[config.mk]
export PLATFORM = sky130hd
export DESIGN_NAME = mem_access_flat
export DESIGN_NICKNAME = d
export VERILOG_FILES = /design/src/rtl/mem_access_pkg.sv /design/src/rtl/mem_access_if.sv /design/src/rtl/mem_access_load_align.sv /design/src/rtl/mem_access.sv /design/src/flat_wrapper.sv
export SDC_FILE = /design/constraint.sdc
export NUM_CORES = 1
export LEC_CHECK = 0
export ABC_AREA = 1
export BUFFER_PORTS_ARGS = -buffer_cell sky130_fd_sc_hd__buf_2
export CORE_MARGIN = 4
export CORE_UTILIZATION = 52
export CTS_BUF_LIST = sky130_fd_sc_hd__clkbuf_4 sky130_fd_sc_hd__clkbuf_8
export CTS_CLUSTER_SIZE = 12
export DETAILED_ROUTE_END_ITERATION = 7
export PLACE_DENSITY_LB_ADDON = 0.05
export SLEW_MARGIN = 10
export SYNTH_ARGS = -nofsm -noshare
export SYNTH_HDL_FRONTEND = slang
export SYNTH_HIERARCHICAL = 1
export SYNTH_SLANG_ARGS = --single-unit
[constraint.sdc]
create_clock -name clk -period 1.85 [get_ports clk]
set_input_delay 0 -clock clk [delete_from_list [all_inputs] [get_ports clk]]
set_output_delay 0 -clock clk [all_outputs]
set_load 0.02 [all_outputs]
[src/rtl/mem_access_pkg.sv]
// dlx_mem_pkg: shared types and helpers
// for the DLX memory-access stage.
package dlx_mem_pkg;

  localparam logic [0:1] DS_BYTE = 2'b00;
  localparam logic [0:1] DS_HALF = 2'b01;
  localparam logic [0:1] DS_WORD = 2'b10;

  typedef enum logic {
    IDLE,
    WAIT
  } state_t;

  function automatic logic misaligned(
    input logic [0:1] lo,
    input logic [0:1] sz
  );
    logic r;
    r = 1'b0;
    unique case (1'b1)
      sz == DS_HALF: r = lo[1];
      sz[0]:         r = (lo != 2'b00);
      default:       r = 1'b0;
    endcase
    return r;
  endfunction

  function automatic logic [0:3] lane_be(
    input logic [0:1] lo,
    input logic [0:1] sz
  );
    logic [0:3] r;
    r = 4'b1111;
    unique case (1'b1)
      sz == DS_BYTE: r = 4'b1000 >> lo;
      sz == DS_HALF: r = lo[0] ? 4'b0011 : 4'b1100;
      default:       r = 4'b1111;
    endcase
    return r;
  endfunction

  function automatic logic [0:31] lane_wdata(
    input logic [0:31] sd,
    input logic [0:1]  sz
  );
    logic [0:31] r;
    r = sd;
    unique case (1'b1)
      sz == DS_BYTE: r = {4{sd[24:31]}};
      sz == DS_HALF: r = {2{sd[16:31]}};
      default:       r = sd;
    endcase
    return r;
  endfunction

endpackage

[src/rtl/mem_access_if.sv]
// mem_access_if: data-memory req/ack port
// between the mem stage and data memory.
interface mem_access_if;
  logic        dmem_req;
  logic        dmem_we;
  logic [0:31] dmem_addr;
  logic [0:3]  dmem_be;
  logic [0:31] dmem_wdata;
  logic [0:31] dmem_rdata;
  logic        dmem_ack;

  modport master (
    output dmem_req,
    output dmem_we,
    output dmem_addr,
    output dmem_be,
    output dmem_wdata,
    input  dmem_rdata,
    input  dmem_ack
  );

  modport slave (
    input  dmem_req,
    input  dmem_we,
    input  dmem_addr,
    input  dmem_be,
    input  dmem_wdata,
    output dmem_rdata,
    output dmem_ack
  );
endinterface

[src/rtl/mem_access_load_align.sv]
// load_align: picks the addressed lane of
// big-endian read data and extends it.
module load_align
  import dlx_mem_pkg::*;
(
  input  logic [0:31] rdata,
  input  logic [0:1]  offset,
  input  logic [0:1]  size,
  input  logic        sign,
  output logic [0:31] data
);

  logic [0:7]  b;
  logic [0:15] h;

  // lane select then sign/zero extend
  always_comb begin
    b = rdata[0:7];
    unique case (offset)
      2'b00: b = rdata[0:7];
      2'b01: b = rdata[8:15];
      2'b10: b = rdata[16:23];
      2'b11: b = rdata[24:31];
    endcase
    h = offset[0] ? rdata[16:31] : rdata[0:15];
    data = rdata;
    unique case (1'b1)
      size == DS_BYTE: data = {{24{sign & b[0]}}, b};
      size == DS_HALF: data = {{16{sign & h[0]}}, h};
      default:         data = rdata;
    endcase
  end

endmodule

[src/rtl/mem_access.sv]
// mem_access: DLX memory stage, drives the
// dmem req/ack port and the WB bundle.
module mem_access
  import dlx_mem_pkg::*;
#(
  parameter int WAIT_LIMIT = 255
) (
  input  logic        clk,
  input  logic        reset,
  input  logic        valid_in,
  input  logic [0:31] aluResult_in,
  input  logic [0:31] storeData_in,
  input  logic [0:31] nextPC_in,
  input  logic [0:4]  destReg_in,
  input  logic        RegWrite_in,
  input  logic        MemToReg_in,
  input  logic        MemWrite_in,
  input  logic        loadSign_in,
  input  logic        PCtoReg_in,
  input  logic [0:1]  DSize_in,
  output logic        stall_out,
  mem_access_if.master dmem,
  output logic        valid_out,
  output logic [0:31] wbData_out,
  output logic [0:4]  destReg_out,
  output logic        RegWrite_out,
  output logic        err_out
);

  localparam int CW = $clog2(WAIT_LIMIT + 1);

  state_t        state_q, state_d;
  logic [CW-1:0] cnt_q, cnt_d;
  logic [0:31]   addr_q, addr_d;
  logic [0:3]    be_q, be_d;
  logic [0:31]   wdata_q, wdata_d;
  logic [0:1]    off_q, off_d;
  logic [0:1]    size_q, size_d;
  logic          sign_q, sign_d;
  logic [0:4]    dest_q, dest_d;
  logic          rw_q, rw_d;
  logic          we_q, we_d;
  logic          valid_q, valid_d;
  logic [0:31]   wb_q, wb_d;
  logic [0:4]    wbdest_q, wbdest_d;
  logic          wbrw_q, wbrw_d;
  logic          err_q, err_d;

  logic          mem_op;
  logic          mis;
  logic          in_wait;
  logic          timeout;
  logic [0:31]   ld_data;

  assign mem_op  = MemToReg_in | MemWrite_in;
  assign mis     = misaligned(aluResult_in[30:31], DSize_in);
  assign in_wait = (state_q == WAIT);
  assign timeout = in_wait & ~dmem.dmem_ack
                 & (cnt_q == CW'(WAIT_LIMIT - 1));

  load_align u_align (
    .rdata  (dmem.dmem_rdata),
    .offset (off_q),
    .size   (size_q),
    .sign   (sign_q),
    .data   (ld_data)
  );

  // next-state and writeback bundle
  always_comb begin
    state_d  = state_q;
    cnt_d    = cnt_q;
    addr_d   = addr_q;
    be_d     = be_q;
    wdata_d  = wdata_q;
    off_d    = off_q;
    size_d   = size_q;
    sign_d   = sign_q;
    dest_d   = dest_q;
    rw_d     = rw_q;
    we_d     = we_q;
    valid_d  = 1'b0;
    wb_d     = wb_q;
    wbdest_d = wbdest_q;
    wbrw_d   = 1'b0;
    err_d    = 1'b0;
    unique case (state_q)
      IDLE: begin
        if (valid_in && !mem_op) begin
          valid_d  = 1'b1;
          wbrw_d   = RegWrite_in;
          wbdest_d = destReg_in;
          wb_d     = PCtoReg_in ? nextPC_in : aluResult_in;
        end else if (valid_in && mis) begin
          valid_d  = 1'b1;
          err_d    = 1'b1;
          wbdest_d = destReg_in;
          wb_d     = '0;
        end else if (valid_in) begin
          state_d = WAIT;
          cnt_d   = '0;
          addr_d  = {aluResult_in[0:29], 2'b00};
          be_d    = lane_be(aluResult_in[30:31], DSize_in);
          wdata_d = lane_wdata(storeData_in, DSize_in);
          off_d   = aluResult_in[30:31];
          size_d  = DSize_in;
          sign_d  = loadSign_in;
          dest_d  = destReg_in;
          rw_d    = RegWrite_in;
          we_d    = MemWrite_in;
        end
      end
      WAIT: begin
        if (dmem.dmem_ack) begin
          state_d  = IDLE;
          valid_d  = 1'b1;
          wbdest_d = dest_q;
          wbrw_d   = rw_q & ~we_q;
          wb_d     = we_q ? '0 : ld_data;
        end else if (timeout) begin
          state_d  = IDLE;
          valid_d  = 1'b1;
          err_d    = 1'b1;
          wbdest_d = dest_q;
          wb_d     = '0;
        end else begin
          cnt_d = cnt_q + CW'(1);
        end
      end
    endcase
  end

  // state and bundle registers
  always_ff @(posedge clk or negedge reset) begin
    if (!reset) begin
      state_q  <= IDLE;
      cnt_q    <= '0;
      addr_q   <= '0;
      be_q     <= '0;
      wdata_q  <= '0;
      off_q    <= '0;
      size_q   <= '0;
      sign_q   <= 1'b0;
      dest_q   <= '0;
      rw_q     <= 1'b0;
      we_q     <= 1'b0;
      valid_q  <= 1'b0;
      wb_q     <= '0;
      wbdest_q <= '0;
      wbrw_q   <= 1'b0;
      err_q    <= 1'b0;
    end else begin
      state_q  <= state_d;
      cnt_q    <= cnt_d;
      addr_q   <= addr_d;
      be_q     <= be_d;
      wdata_q  <= wdata_d;
      off_q    <= off_d;
      size_q   <= size_d;
      sign_q   <= sign_d;
      dest_q   <= dest_d;
      rw_q     <= rw_d;
      we_q     <= we_d;
      valid_q  <= valid_d;
      wb_q     <= wb_d;
      wbdest_q <= wbdest_d;
      wbrw_q   <= wbrw_d;
      err_q    <= err_d;
    end
  end

  assign dmem.dmem_req   = in_wait;
  assign dmem.dmem_we    = in_wait & we_q;
  assign dmem.dmem_addr  = addr_q;
  assign dmem.dmem_be    = be_q;
  assign dmem.dmem_wdata = wdata_q;

  assign stall_out = (~in_wait & valid_in & mem_op & ~mis)
                   | (in_wait & ~dmem.dmem_ack & ~timeout);

  assign valid_out    = valid_q;
  assign wbData_out   = wb_q;
  assign destReg_out  = wbdest_q;
  assign RegWrite_out = wbrw_q;
  assign err_out      = err_q;

endmodule

[src/flat_wrapper.sv]
// flat-port wrapper written by rule: the top's interface ports become plain ports
module mem_access_flat import dlx_mem_pkg::*;
#(
  parameter int WAIT_LIMIT = 255
)
  (clk, reset, valid_in, aluResult_in, storeData_in, nextPC_in, destReg_in, RegWrite_in, MemToReg_in, MemWrite_in, loadSign_in, PCtoReg_in, DSize_in, stall_out, valid_out, wbData_out, destReg_out, RegWrite_out, err_out, dmem_dmem_req, dmem_dmem_we, dmem_dmem_addr, dmem_dmem_be, dmem_dmem_wdata, dmem_dmem_rdata, dmem_dmem_ack);
  mem_access_if dmem_i ();
  input  logic clk;
  input  logic reset;
  input  logic valid_in;
  input  logic [0:31] aluResult_in;
  input  logic [0:31] storeData_in;
  input  logic [0:31] nextPC_in;
  input  logic [0:4] destReg_in;
  input  logic RegWrite_in;
  input  logic MemToReg_in;
  input  logic MemWrite_in;
  input  logic loadSign_in;
  input  logic PCtoReg_in;
  input  logic [0:1] DSize_in;
  output logic stall_out;
  output logic valid_out;
  output logic [0:31] wbData_out;
  output logic [0:4] destReg_out;
  output logic RegWrite_out;
  output logic err_out;
  output wire logic [$bits(dmem_i.dmem_req)-1:0] dmem_dmem_req;
  output wire logic [$bits(dmem_i.dmem_we)-1:0] dmem_dmem_we;
  output wire logic [$bits(dmem_i.dmem_addr)-1:0] dmem_dmem_addr;
  output wire logic [$bits(dmem_i.dmem_be)-1:0] dmem_dmem_be;
  output wire logic [$bits(dmem_i.dmem_wdata)-1:0] dmem_dmem_wdata;
  input wire logic [$bits(dmem_i.dmem_rdata)-1:0] dmem_dmem_rdata;
  input wire logic [$bits(dmem_i.dmem_ack)-1:0] dmem_dmem_ack;
  assign dmem_dmem_req = dmem_i.dmem_req;
  assign dmem_dmem_we = dmem_i.dmem_we;
  assign dmem_dmem_addr = dmem_i.dmem_addr;
  assign dmem_dmem_be = dmem_i.dmem_be;
  assign dmem_dmem_wdata = dmem_i.dmem_wdata;
  assign dmem_i.dmem_rdata = dmem_dmem_rdata;
  assign dmem_i.dmem_ack = dmem_dmem_ack;
  mem_access #(.WAIT_LIMIT(WAIT_LIMIT)) u_core (.clk(clk), .reset(reset), .valid_in(valid_in), .aluResult_in(aluResult_in), .storeData_in(storeData_in), .nextPC_in(nextPC_in), .destReg_in(destReg_in), .RegWrite_in(RegWrite_in), .MemToReg_in(MemToReg_in), .MemWrite_in(MemWrite_in), .loadSign_in(loadSign_in), .PCtoReg_in(PCtoReg_in), .DSize_in(DSize_in), .stall_out(stall_out), .dmem(dmem_i), .valid_out(valid_out), .wbData_out(wbData_out), .destReg_out(destReg_out), .RegWrite_out(RegWrite_out), .err_out(err_out));
endmodule
---- Word-level counts from Yosys, hierarchy flattened ----
Cells that the tools add are included.
Widths: inputs -> output; s select.
word-level totals
  register bits ........................... 127
  input bits .............................. 144
  logic and storage cells ................. 102
cells by class
  add/subtract/negate cells ............... 1
  equality and inequality tests ........... 13
  shifts and indexed selects .............. 1
  muxes and demuxes ....................... 42
  bitwise logic cells ..................... 19
  reductions and logical operators ........ 10
operators with widths
  cell                 count
  $mux 32              6
  $pmux 32 s2          3
  $mux 8               5
  $pmux 8 s4           1
  $mux 5               4
  $mux 16              1
  $pmux 8 s2           1
  $mux 1               13
  $and 1x1->1          10
  $ne 2x2->1 const B   5
  $pmux 1 s2           5
  $pmux 5 s2           1
  $add 8x1->8 const B  1
  $eq 8x8->1 const B   1
  $pmux 4 s2           1
  $not 1->1            7
  $eq 2x1->1 const B   3
  $logic_not 2->1      3
  $reduce_and 5->1     1
  $eq 2x2->1 const B   2
  $mux 4               1
  $reduce_and 4->1     1
  $shr 4x2->4 const A  1
  $ne 3x1->1 const B   1
  other kinds (6)      8

---- Logic depth before layout (Yosys ltp) ----
Gate-level depths: netlist (run 1).
  depth after elaboration ................. 7
  depth in mapped cells ................... 11
  gate-level depth less buffers ........... 9

---- Modules after synthesis ----
The synthesis (run 1) kept the hierarchy.
modules (own cells, without submodules)
  module      times used  cells each  area an instance (sq um)  seq. area each (sq um)
  mem_access  1           796         6291.0                    3178.0
  load_align  1           148         837.1                     0.0

---- Least setup slack after synthesis (run 1) ----
No wires, ideal clock.
  path type ............................... register to register
  start ................................... register u_core.cnt_q[0]
  end ..................................... register u_core.wb_q (netlist bit u_core/wbData_out[15])
  arrival ................................. 1.318 ns
  path slack .............................. 0.413 ns
  stages on the path, launching flop included .. 12
  period minus slack after synthesis ...... 1.437 ns
  cells stage by stage .................... dfrtp_1 -> inv_1 -> ha_1 -> nand2_1 -> nor2_1 -> nand2_2 -> nand2_2 -> nand2_2 -> buf_6 -> buf_6 -> nand3_2 -> nand2_1
between the ends
  cells in the longest elaborated chain, start to end .. 4
RTL lines
  what                               line               source
  start: declaration                 mem_access.sv:33   logic [CW-1:0] cnt_q, cnt_d;
  start signal: assignment           mem_access.sv:154  cnt_q <= cnt_d;
  $eq 8x8->1                         mem_access.sv:59   & (cnt_q == CW'(WAIT_LIMIT - 1));
  $and 1x1->1                        mem_access.sv:59
  $ne 3x3->1 (no source line)        --
  $reduce_and 2->1 (no source line)  --
  end signal: assignment             mem_access.sv:165  wb_q <= wb_d;
  end: declaration                   mem_access.sv:44   logic [0:31] wb_q, wb_d;
No other way between the ends.
A chain may end at the register's enable or synchronous reset.

---- Worst setup path after layout (run 1) ----
  start ................................... register u_core.cnt_q[0]
  end ..................................... output port stall_out
between the ends
  cells in the longest elaborated chain, start to end .. 5
RTL lines
  what              line                source
  $eq 8x8->1        mem_access.sv:59
  $and 1x1->1       mem_access.sv:59
  $not 1->1         mem_access.sv:179   | (in_wait & ~dmem.dmem_ack & ~timeout);
  $and 1x1->1       mem_access.sv:179
  $or 1x1->1        mem_access.sv:179
  end: declaration  flat_wrapper.sv:21  output logic stall_out;
No other way between the ends.

==> results of run 1 <==
[metal layers]
metal	global-route usage, %	vias to the layer above	routed length, µm
met5	0	-	0
li1	-	3727	-
met1	37.5	3549	9620
met4	8.80	0	579
met3	7.68	54	1820
met2	51.2	345	12000
[per-stage QoR]
step / instances / hold slack, ns
floorplan: 945 / -0.296
global placement: 1334 / -0.0864
detailed placement: 1334 / -0.0872
CTS: 1480 / 0.00338
global route: 1490 / 0.0521
finish: 1490 / 0.0290
[layout make-up]
type	count	area, µm²	share of cell area, %
clock inverters	10	134	1.32
flip-flops and latches	127	3180	31.4
inverters	98	374	3.69
repair buffers	394	2720	26.8
multi-input cells	663	3220	31.7
well taps	176	220	2.17
clock buffers	22	290	2.87
[repair_timing]
action / in CTS / in global routing
hold buffers: 114 / 3
endpoints found under the setup margin: 1 / 4
gates cloned: 0 / 1
endpoints found under the hold margin: 244 / 4
setup buffers: 0 / 7
pin swaps: 0 / 2
resized for setup: 4 / 7
[kinds of logic (layout without fill, tap and decap cells)]
group | Yosys count | in the layout | share of synthesized area (%)
compound gates | 176 | 176 | 13.3
xor+xnor | 4 | 4 | 0.492
fa+ha+maj | 2 | 2 | 0.351
buf+inv | 155 | 524 | 10.8
flops | 127 | 127 | 44.6
other cells | 1 | 2 | 0.0526
simple gates | 479 | 479 | 30.4
[cell usage after synthesis, types with 2 or more instances]
master      n
dfrtp_1   127
nand4_1     6
or2_2       3
nand2_1   313
a21oi_1    36
inv_1      93
o21ai_0    47
buf_4      11
nor2_2      2
nor2_1     53
buf_2      18
xor2_1      3
ha_1        2
buf_6      16
nor2_4      2
o21ai_1    66
buf_1       3
nand3_1    58
nand3_2    32
clkbuf_1    9
nand3_4     2
nand2_2     6
inv_2       4
a21boi_0   10
o31ai_1     4
o211ai_1    9
[registers in the layout, summed over array words and instances, names as in the netlist, 2 cells and up]
signal / cells
u_core/wbData_out: 32
u_core/dmem.dmem_be: 4
u_core/dmem.dmem_addr: 30
u_core/destReg_out: 5
u_core/cnt_q: 8
u_core/size_q: 2
u_core/dmem.dmem_wdata: 32
u_core/dest_q: 5
u_core/off_q: 2
[power groups by stage]
stage / registers, mW / clock network (mW) / logic, mW
after floorplan: 4.45 / 0 / 1.59
after global placement: 3.81 / 0 / 3.37
after detailed placement: 3.81 / 0 / 3.41
after CTS: 3.77 / 2.63 / 3.62
after global routing: 3.85 / 2.76 / 4.05
final: 3.78 / 2.60 / 3.70
[worst max path at each step]
stage,from,to,slack [ns],cells past startpoint
after global placement,u_core/off_q[0],u_core/wbData_out[4],0.26,8
after detailed placement,u_core/off_q[1],u_core/wbData_out[4],0.21,9
after floorplan,u_core/cnt_q[0],u_core/wbData_out[15],0.41,11
final,u_core/cnt_q[0],stall_out,0.14,8
after CTS,u_core/dmem.dmem_req,stall_out,0.006,7
after global routing,u_core/dmem.dmem_req,stall_out,0.006,7
[worst max-delay path, delay by kind of cell (launching register included)]
family	cells	cell delay (ns)
simple gates	5	0.45
fa+ha+maj	1	0.17
buf+inv	2	0.25
flops	1	0.40
==> flow_summary.toml, run 1 <==
[sta]
slew_viol_final = 0
max_slew.worst_pin.slew_ns = 0.833
setup-violations-final = 0
finalCritPeriodShare_pct = 92.7
hold_viol = 0
setup-tns-final_ns = 0
layout_min_cycle_time_ns = 1.71
rsz0062_at_grt = "false"
fin_ws_ns = 0.135
maxSlewHeadroom_pct = 44.3
max_freq_mhz = 583
clock_skew_ns = 0.0102

[synthesis]
synth_top_area_share_pct = 44.6
yosys_warnings = 6
netlist-cell-type-count = 35
synthFlopType = "dfrtp_1"
syn_avg_cell_area_um2 = 7.55
ys_seq_area_share_pct = 44.6
synthArstFlopShare_pct = 100
synth_area_um2 = 7130
synth_top_area_cell = "dfrtp_1"
synth.top_cells.by_area = "dfrtp_1 (45%), nand2_1 (16%), inv_1 (4.9%)"
synth_cells = 944
synth_edf_count = 0
synth.ff_latch_count = 127

[critical_path]
cpMostUsedCell = "nand2_1"
regToRegStartpoint = "u_core/off_q[1]"
slowest_stage = "dfrtp_1"
reg2reg_depth = 9
worstSetupPathType = "reg -> out"
required_ns = 1.85
path_cells = "inv_1 -> ha_1 -> nand2_1 -> nor2_4 -> nand2_2 -> nand2_4 -> nand2_1 -> buf_4"
cpPeakStageDelay_ns = 0.40
cp-start-kind = "flop"
end_kind = "primary output"
path_max_fanout = 4
rr_endpoint = "u_core/wbData_out[4]"
cp.arrival_ns = 1.71
r2r_slack_ns = 0.16

[routing]
ant_nets = 0
drc = 0
post_drt_wl_per_cell_um = 16.1
viasPerCell = 5.15
wl_um = 24100
num_vias = 7675
drtPass1Iterations = 5
drt-initial-drc-count = 588

[placement]
dpl_cell_area_um2 = 8430
dp_slack_ns = 0.214
place_hpwl_um = 15100
io_buffers = 252
gp_congestion = 0.873

[cts]
cts_buffers = 17
cts_htree_levels = 4
clk-insertion-delay-late_ns = 0.45
cts.sink_count = 127
clk_pin_slew_ns = 0.07
clockBufferDepth = 2
clockRootBuffer = "clkbuf_8"
cts_tree = "done"

[pwr]
vdd_ir_drop_max_v = 0.000683
internal_power_mw = 6.23
p_total_mw = 10.1
clkPwrFrac_pct = 25.8
power_frac_seq_pct = 37.5
power_switching_share_pct = 38.1
p_leak_nw = 5.66
p_comb_share_pct = 36.7
power_density_nw_per_um2 = 994
p_sw_mw = 3.84

[grt]
grt_use_total_pct = 29.9
grt_pass1_wl_um = 38000
overflow = 0
grt_pass1_vias = 7438
antenna_found_initial = 0
grt_max_degree = 65

[cells_and_area]
num-fill-cells = 1057
final_nets = 1447
design_area_um2 = 10100
antennaDiodeCount = 0
final_cell_mix = "nand2_1 (311), buf_2 (250), dfrtp_1 (127)"
area_growth_pct = 42.1
final_common_cell = "nand2_1"
fin_util_pct = 75.9
drive_above_1_share_pct = 28.2

[worst_hold_path]
min_to = "u_core/wbData_out[13]"
hp-start = "dmem_dmem_rdata[18]"
min_path_cells = 7
hp-class = "in -> reg"

[run_status]
run_status = "completed"

[floorplan]
ios = 255
dieHeight_um = 125
initial_core_util_pct = 53.4
die_x_um = 125
die_area_um2 = 15600
placementRows = 42
core_area_um2 = 13300

[job]
maxCapViolCount = 0
Power figures use the tool's default switching activity.
==> run 2, diff against run 1 <==
Settings changed: RECOVER_POWER set to 25.
==> flow_summary.toml, run 2 (synthesis gave the netlist of run 1 again) <==
[run_status]
run_status = "completed"

[grt]
grt_use_total_pct = 29.9
overflow = 0
grt_pass1_vias = 7438
top_usage_layer = "met2"
grt_pass1_wl_um = 38000
use_met1_pct = 37.5
met3_usage_pct = 7.68
grt_max_degree = 65
use_met2_pct = 51.2
antenna_found_initial = 0

[critical_path]
regToRegStartpoint = "u_core/off_q[1]"
required_ns = 2.18
worstSetupPathType = "reg -> reg"
path_buf_inv = 2
cp-start-kind = "flop"
path_max_fanout = 24
slowest_stage = "dfrtp_1"
cp.arrival_ns = 2.06
crit_family = "simple AND/OR/NAND/NOR gates"
crit_start = "u_core/off_q[1]"
cpPeakStageDelay_ns = 0.44
path_cells = "inv_1 -> o21bai_1 -> nand3_2 -> nand3_4 -> nand3_2 -> inv_1 -> nor2_1 -> a21oi_1 -> nand2_1"
end_kind = "flop"

[cts]
clockRootBuffer = "clkbuf_8"
clockBufferDepth = 2
cts_tree = "done"
cts.sink_count = 127
cts_htree_levels = 4
clk_pin_slew_ns = 0.08
cts_buffers = 17
clk-insertion-delay-late_ns = 0.44

[routing]
viasPerCell = 5.17
post_drt_wl_per_cell_um = 16.2
drc = 0
drt-initial-drc-count = 593
ant_nets = 0
drtPass1Iterations = 7
wl_um = 24100
num_vias = 7705

[worst_hold_path]
hp-class = "in -> reg"
hp-start = "dmem_dmem_rdata[13]"

[floorplan]
dieHeight_um = 125
core_area_um2 = 13300
die_area_um2 = 15600
initial_core_util_pct = 53.4
placementRows = 42
die_x_um = 125
ios = 255

[cells_and_area]
final_nets = 1447
antennaDiodeCount = 0
area_growth_pct = 41.6
final_cell_mix = "nand2_1 (311), buf_2 (250), dfrtp_1 (127)"
final_common_cell = "nand2_1"
num-fill-cells = 1059
fin_util_pct = 75.6
drive_above_1_share_pct = 28.2

[sta]
setup-tns-final_ns = 0
finalCritPeriodShare_pct = 93.4
maxSlewHeadroom_pct = 7.99
max_freq_mhz = 579
fin_hold_ws_ns = 0.0300
slew_viol_final = 0
layout_min_cycle_time_ns = 1.73
setup-violations-final = 0
clock_skew_ns = 0.0106
rsz0062_at_grt = "false"
max_slew.worst_pin.slew_ns = 1.38
hold_viol = 0

[placement]
place_hpwl_um = 15100
gp_congestion = 0.873
io_buffers = 252

[pwr]
power_density_nw_per_um2 = 997
p_comb_share_pct = 36.7
p_sw_mw = 3.84
p_leak_nw = 5.64
vdd_ir_drop_max_v = 0.000683
internal_power_mw = 6.22
power_frac_seq_pct = 37.5
power_switching_share_pct = 38.2
clkPwrFrac_pct = 25.8

[job]
maxCapViolCount = 0
==> run 2: changes by cell type in the layout (fill, tap and decap cells not counted) <==
cell,delta
buf_12,-2
buf_6,-1
clkbuf_2,+2
clkbuf_1,+1
==> run 2: per-layer routing <==
layer / share of wire, % / vias to the layer above
li1: - / 3732
met1: 40 / 3572
met2: 50 / 355
met3: 7.8 / 46
met4: 2.3 / 0
met5: 0 / -
==> run 2: timing repair <==
item	in CTS	in global routing
resized for setup	4	7
gates cloned	0	1
setup buffers	0	7
hold buffers	114	3
pin swaps	0	2
endpoints found under the setup margin	1	4
hold endpoints to repair	244	4
==> run 2: worst paths after layout <==
kind	to	slack, ns	depth (start not counted)
setup / recovery	u_core/wbData_out[4]	0.12	9
hold / removal	u_core/wbData_out[18]	0.03	7
hold reg to reg	u_core/dmem.dmem_wdata[10]	0.48	2
max in group asynchronous	u_core/cnt_q[3]	0.28	3
min in group asynchronous	u_core/dmem.dmem_wdata[28]	0.61	3
setup reg to reg	u_core/wbData_out[4]	0.12	9
==> run 2: metrics by stage <==
stage                     setup slack, ns  std cells  power, mW  instance area [µm²]
after global routing              0.00554       1490       10.7                10100
after CTS                         0.00613       1480       10.0                10000
final                               0.122       1490       10.1                10100
after global placement              0.258       1334       7.17                 8430
after floorplan                     0.413        945       6.04                 7130
after detailed placement            0.214       1334       7.22                 8430
==> run 2: cell type report <==
type	count	area, µm²	share of cell area, %
Clock buffer	22	290	2.88
Clock inverter	10	134	1.33
Inverter	98	374	3.71
Multi-Input combinational cell	663	3220	31.9
Sequential cell	127	3180	31.5
Tap cell	176	220	2.18
Timing Repair Buffer	394	2680	26.6
==> run 2: worst register-to-register path, delay by kind of cell, from the launching register on <==
kind / cells / cell delay [ns]
AOI/OAI and AO/OA: 2 / 0.35
buffers and inverters: 2 / 0.17
DFF: 1 / 0.44
and+or+nand+nor: 5 / 0.67
==> run 2: power groups by stage <==
stage	Sequential (mW)	Clock, mW	Combinational (mW)
after floorplan	4.45	0	1.59
after global placement	3.81	0	3.37
after detailed placement	3.81	0	3.41
after CTS	3.77	2.63	3.62
after global routing	3.85	2.76	4.04
final	3.78	2.60	3.69
==> run 3, diff against run 2 <==
Settings changed: ABC_AREA 1 to 0.
Clock period 1.85 ns to 1.8 ns, I/O delays scaled along.
==> flow_summary.toml, run 3 <==
[floorplan]
core_area_um2 = 13200
die_area_um2 = 15300
placementRows = 42
die_x_um = 124
ios = 255
dieHeight_um = 124
initial_core_util_pct = 52.8

[synthesis]
netlist-cell-type-count = 56
synthArstFlopShare_pct = 100
synth_top_area_share_pct = 45.6
synth.top_cells.by_area = "dfrtp_1 (46%), mux2_2 (12%), mux2i_1 (9.2%)"
synth_edf_count = 0
synthFlopType = "dfrtp_1"
synth_cells = 629
yosysMostFrequentCell = "dfrtp_1"
ys_seq_area_share_pct = 45.6
yosys_warnings = 6
synth_commonest_cells = "dfrtp_1 (127), nand2_1 (88), mux2_2 (72)"
synth.ff_latch_count = 127
syn_avg_cell_area_um2 = 11.1
synth_area_um2 = 6970
synth_top_area_cell = "dfrtp_1"

[sta]
clock_skew_ns = 0.0117
maxSlewHeadroom_pct = 5.74
setup-tns-final_ns = -1.80
max_freq_mhz = 532
layout_min_cycle_time_ns = 1.88
setup-violations-final = 37
hold_viol = 0
finalCritPeriodShare_pct = 105
slew_viol_final = 0
rsz0062_at_grt = "true"
fin_ws_ns = -0.0810
max_slew.worst_pin.slew_ns = 1.41

[routing]
ant_nets = 0
drt-initial-drc-count = 421
drc = 0
post_drt_wl_per_cell_um = 18.7
drtPass1Iterations = 7
wl_um = 22200
num_vias = 6468
viasPerCell = 5.44

[cells_and_area]
area_growth_pct = 48.0
final_nets = 1147
design_area_um2 = 10300
final_common_cell = "buf_2"
final_cell_mix = "buf_2 (250), dfrtp_1 (126), dlygate4sd3_1 (103)"
drive_above_1_share_pct = 45.9
regArea_um2 = 3180
num-fill-cells = 890
multi_input_area_um2 = 3640

[placement]
place_hpwl_um = 14900
io_buffers = 252
gp_congestion = 0.946
dpl_cell_area_um2 = 8600
dp_slack_ns = -0.0746

[critical_path]
cp-start-kind = "flop"
regToRegStartpoint = "u_core/off_q[1]"
worstSetupPathType = "reg -> reg"
end_kind = "flop"
required_ns = 2.11
crit_start = "u_core/off_q[1]"
cp.arrival_ns = 2.20
path_max_fanout = 6

[pwr]
power_density_nw_per_um2 = 1070
p_leak_nw = 5.19
vdd_ir_drop_max_v = 0.000788

[cts]
cts.sink_count = 127
clk_pin_slew_ns = 0.07
cts_buffers = 17
clockRootBuffer = "clkbuf_8"
cts_tree = "done"
cts_htree_levels = 4
clockBufferDepth = 2
clk-insertion-delay-late_ns = 0.43

[worst_hold_path]
hp-class = "in -> reg"
hp-start = "nextPC_in[0]"

[run_status]
run_status = "finished, violations left"
violations = "negative setup slack"

[grt]
grt_pass1_wl_um = 33900
antenna_found_initial = 1
grt_pass1_vias = 6704
grt_max_degree = 65
grt_use_total_pct = 28.6
overflow = 0

[job]
maxCapViolCount = 0
## run 3: report_power, final
part           switching (mW)  leakage, nW  total (mW)  internal (mW)
registers               0.364         1.59        3.85           3.48
clock network            1.12        0.231        2.89           1.77
logic                    2.36         3.37        4.27           1.92
## run 3: cell families (layout without fill, tap and decap cells)
| logic type | after synthesis | in the layout | share of synthesized area, % |
|---|---|---|---|
| mux | 155 | 155 | 24.9 |
| compound gates | 150 | 150 | 15.3 |
| simple gates | 134 | 134 | 8.69 |
| flops | 127 | 127 | 45.6 |
| buf+inv | 60 | 443 | 5.05 |
| fa+ha+maj | 2 | 2 | 0.359 |
| other cells | 1 | 3 | 0.0538 |
## run 3: per-layer routing
layer | GRT usage, % | vias to the layer above | routed length (µm)
met4 | 10.0 | 0 | 578
met2 | 49.8 | 274 | 11200
met3 | 8.49 | 44 | 1730
met1 | 33.4 | 3133 | 8720
li1 | - | 3017 | -
met5 | 0 | - | 0
## run 3: what timing repair did
item | CTS | global route
endpoints found under the setup margin | 31 | 35
pin swaps | 10 | 2
cloned | 1 | 1
endpoints found under the hold margin | 227 | 0
hold buffers | 103 | 0
setup buffers | 1 | 4
resized for setup | 32 | 13
## run 3: critical path: stages, from the launching register on
cell	delay [ns]
dfrtp_1	0.42
mux2_4	0.34
a32oi_4	0.27
buf_6	0.21
o221ai_4	0.11
nand2_1	0.08
o21ai_1	0.06
mux2_4	0.26
## run 3: through the flow
stage | hold slack (ns) | power [mW] | util, % | instances
after floorplan | -0.296 | 6.34 | - | 630
after global placement | -0.115 | 7.59 | 65.2 | 1048
after detailed placement | -0.116 | 7.70 | 65.2 | 1048
after CTS | 0.00339 | 10.9 | 77.6 | 1184
after global routing | 0.00958 | 11.6 | 78.2 | 1190
final | 0.0312 | 11.0 | 78.2 | 1190
## run 3: area by class of cell
| class | instances | area share [%] |
|---|---|---|
| clock buffers | 21 | 2.74 |
| repair buffers | 404 | 26.9 |
| clock inverters | 10 | 1.78 |
| inverters | 8 | 0.291 |
| well taps | 176 | 2.14 |
| diodes | 1 | 0.0243 |
| flip-flops and latches | 127 | 30.8 |
| multi-input cells | 443 | 35.3 |
## run 3: worst paths after layout
kind	endpoint	slack [ns]	depth (start not counted)
worst min-delay path	u_core/wbData_out[0]	0.03	4
worst max-delay path	u_core/wbData_out[20]	-0.08	7
max in group asynchronous	u_core/off_q[0]	0.23	3
min in group asynchronous	u_core/wbData_out[22]	0.62	3
worst max register to register	u_core/wbData_out[20]	-0.08	7
worst min register to register	u_core/dmem.dmem_wdata[7]	0.48	2
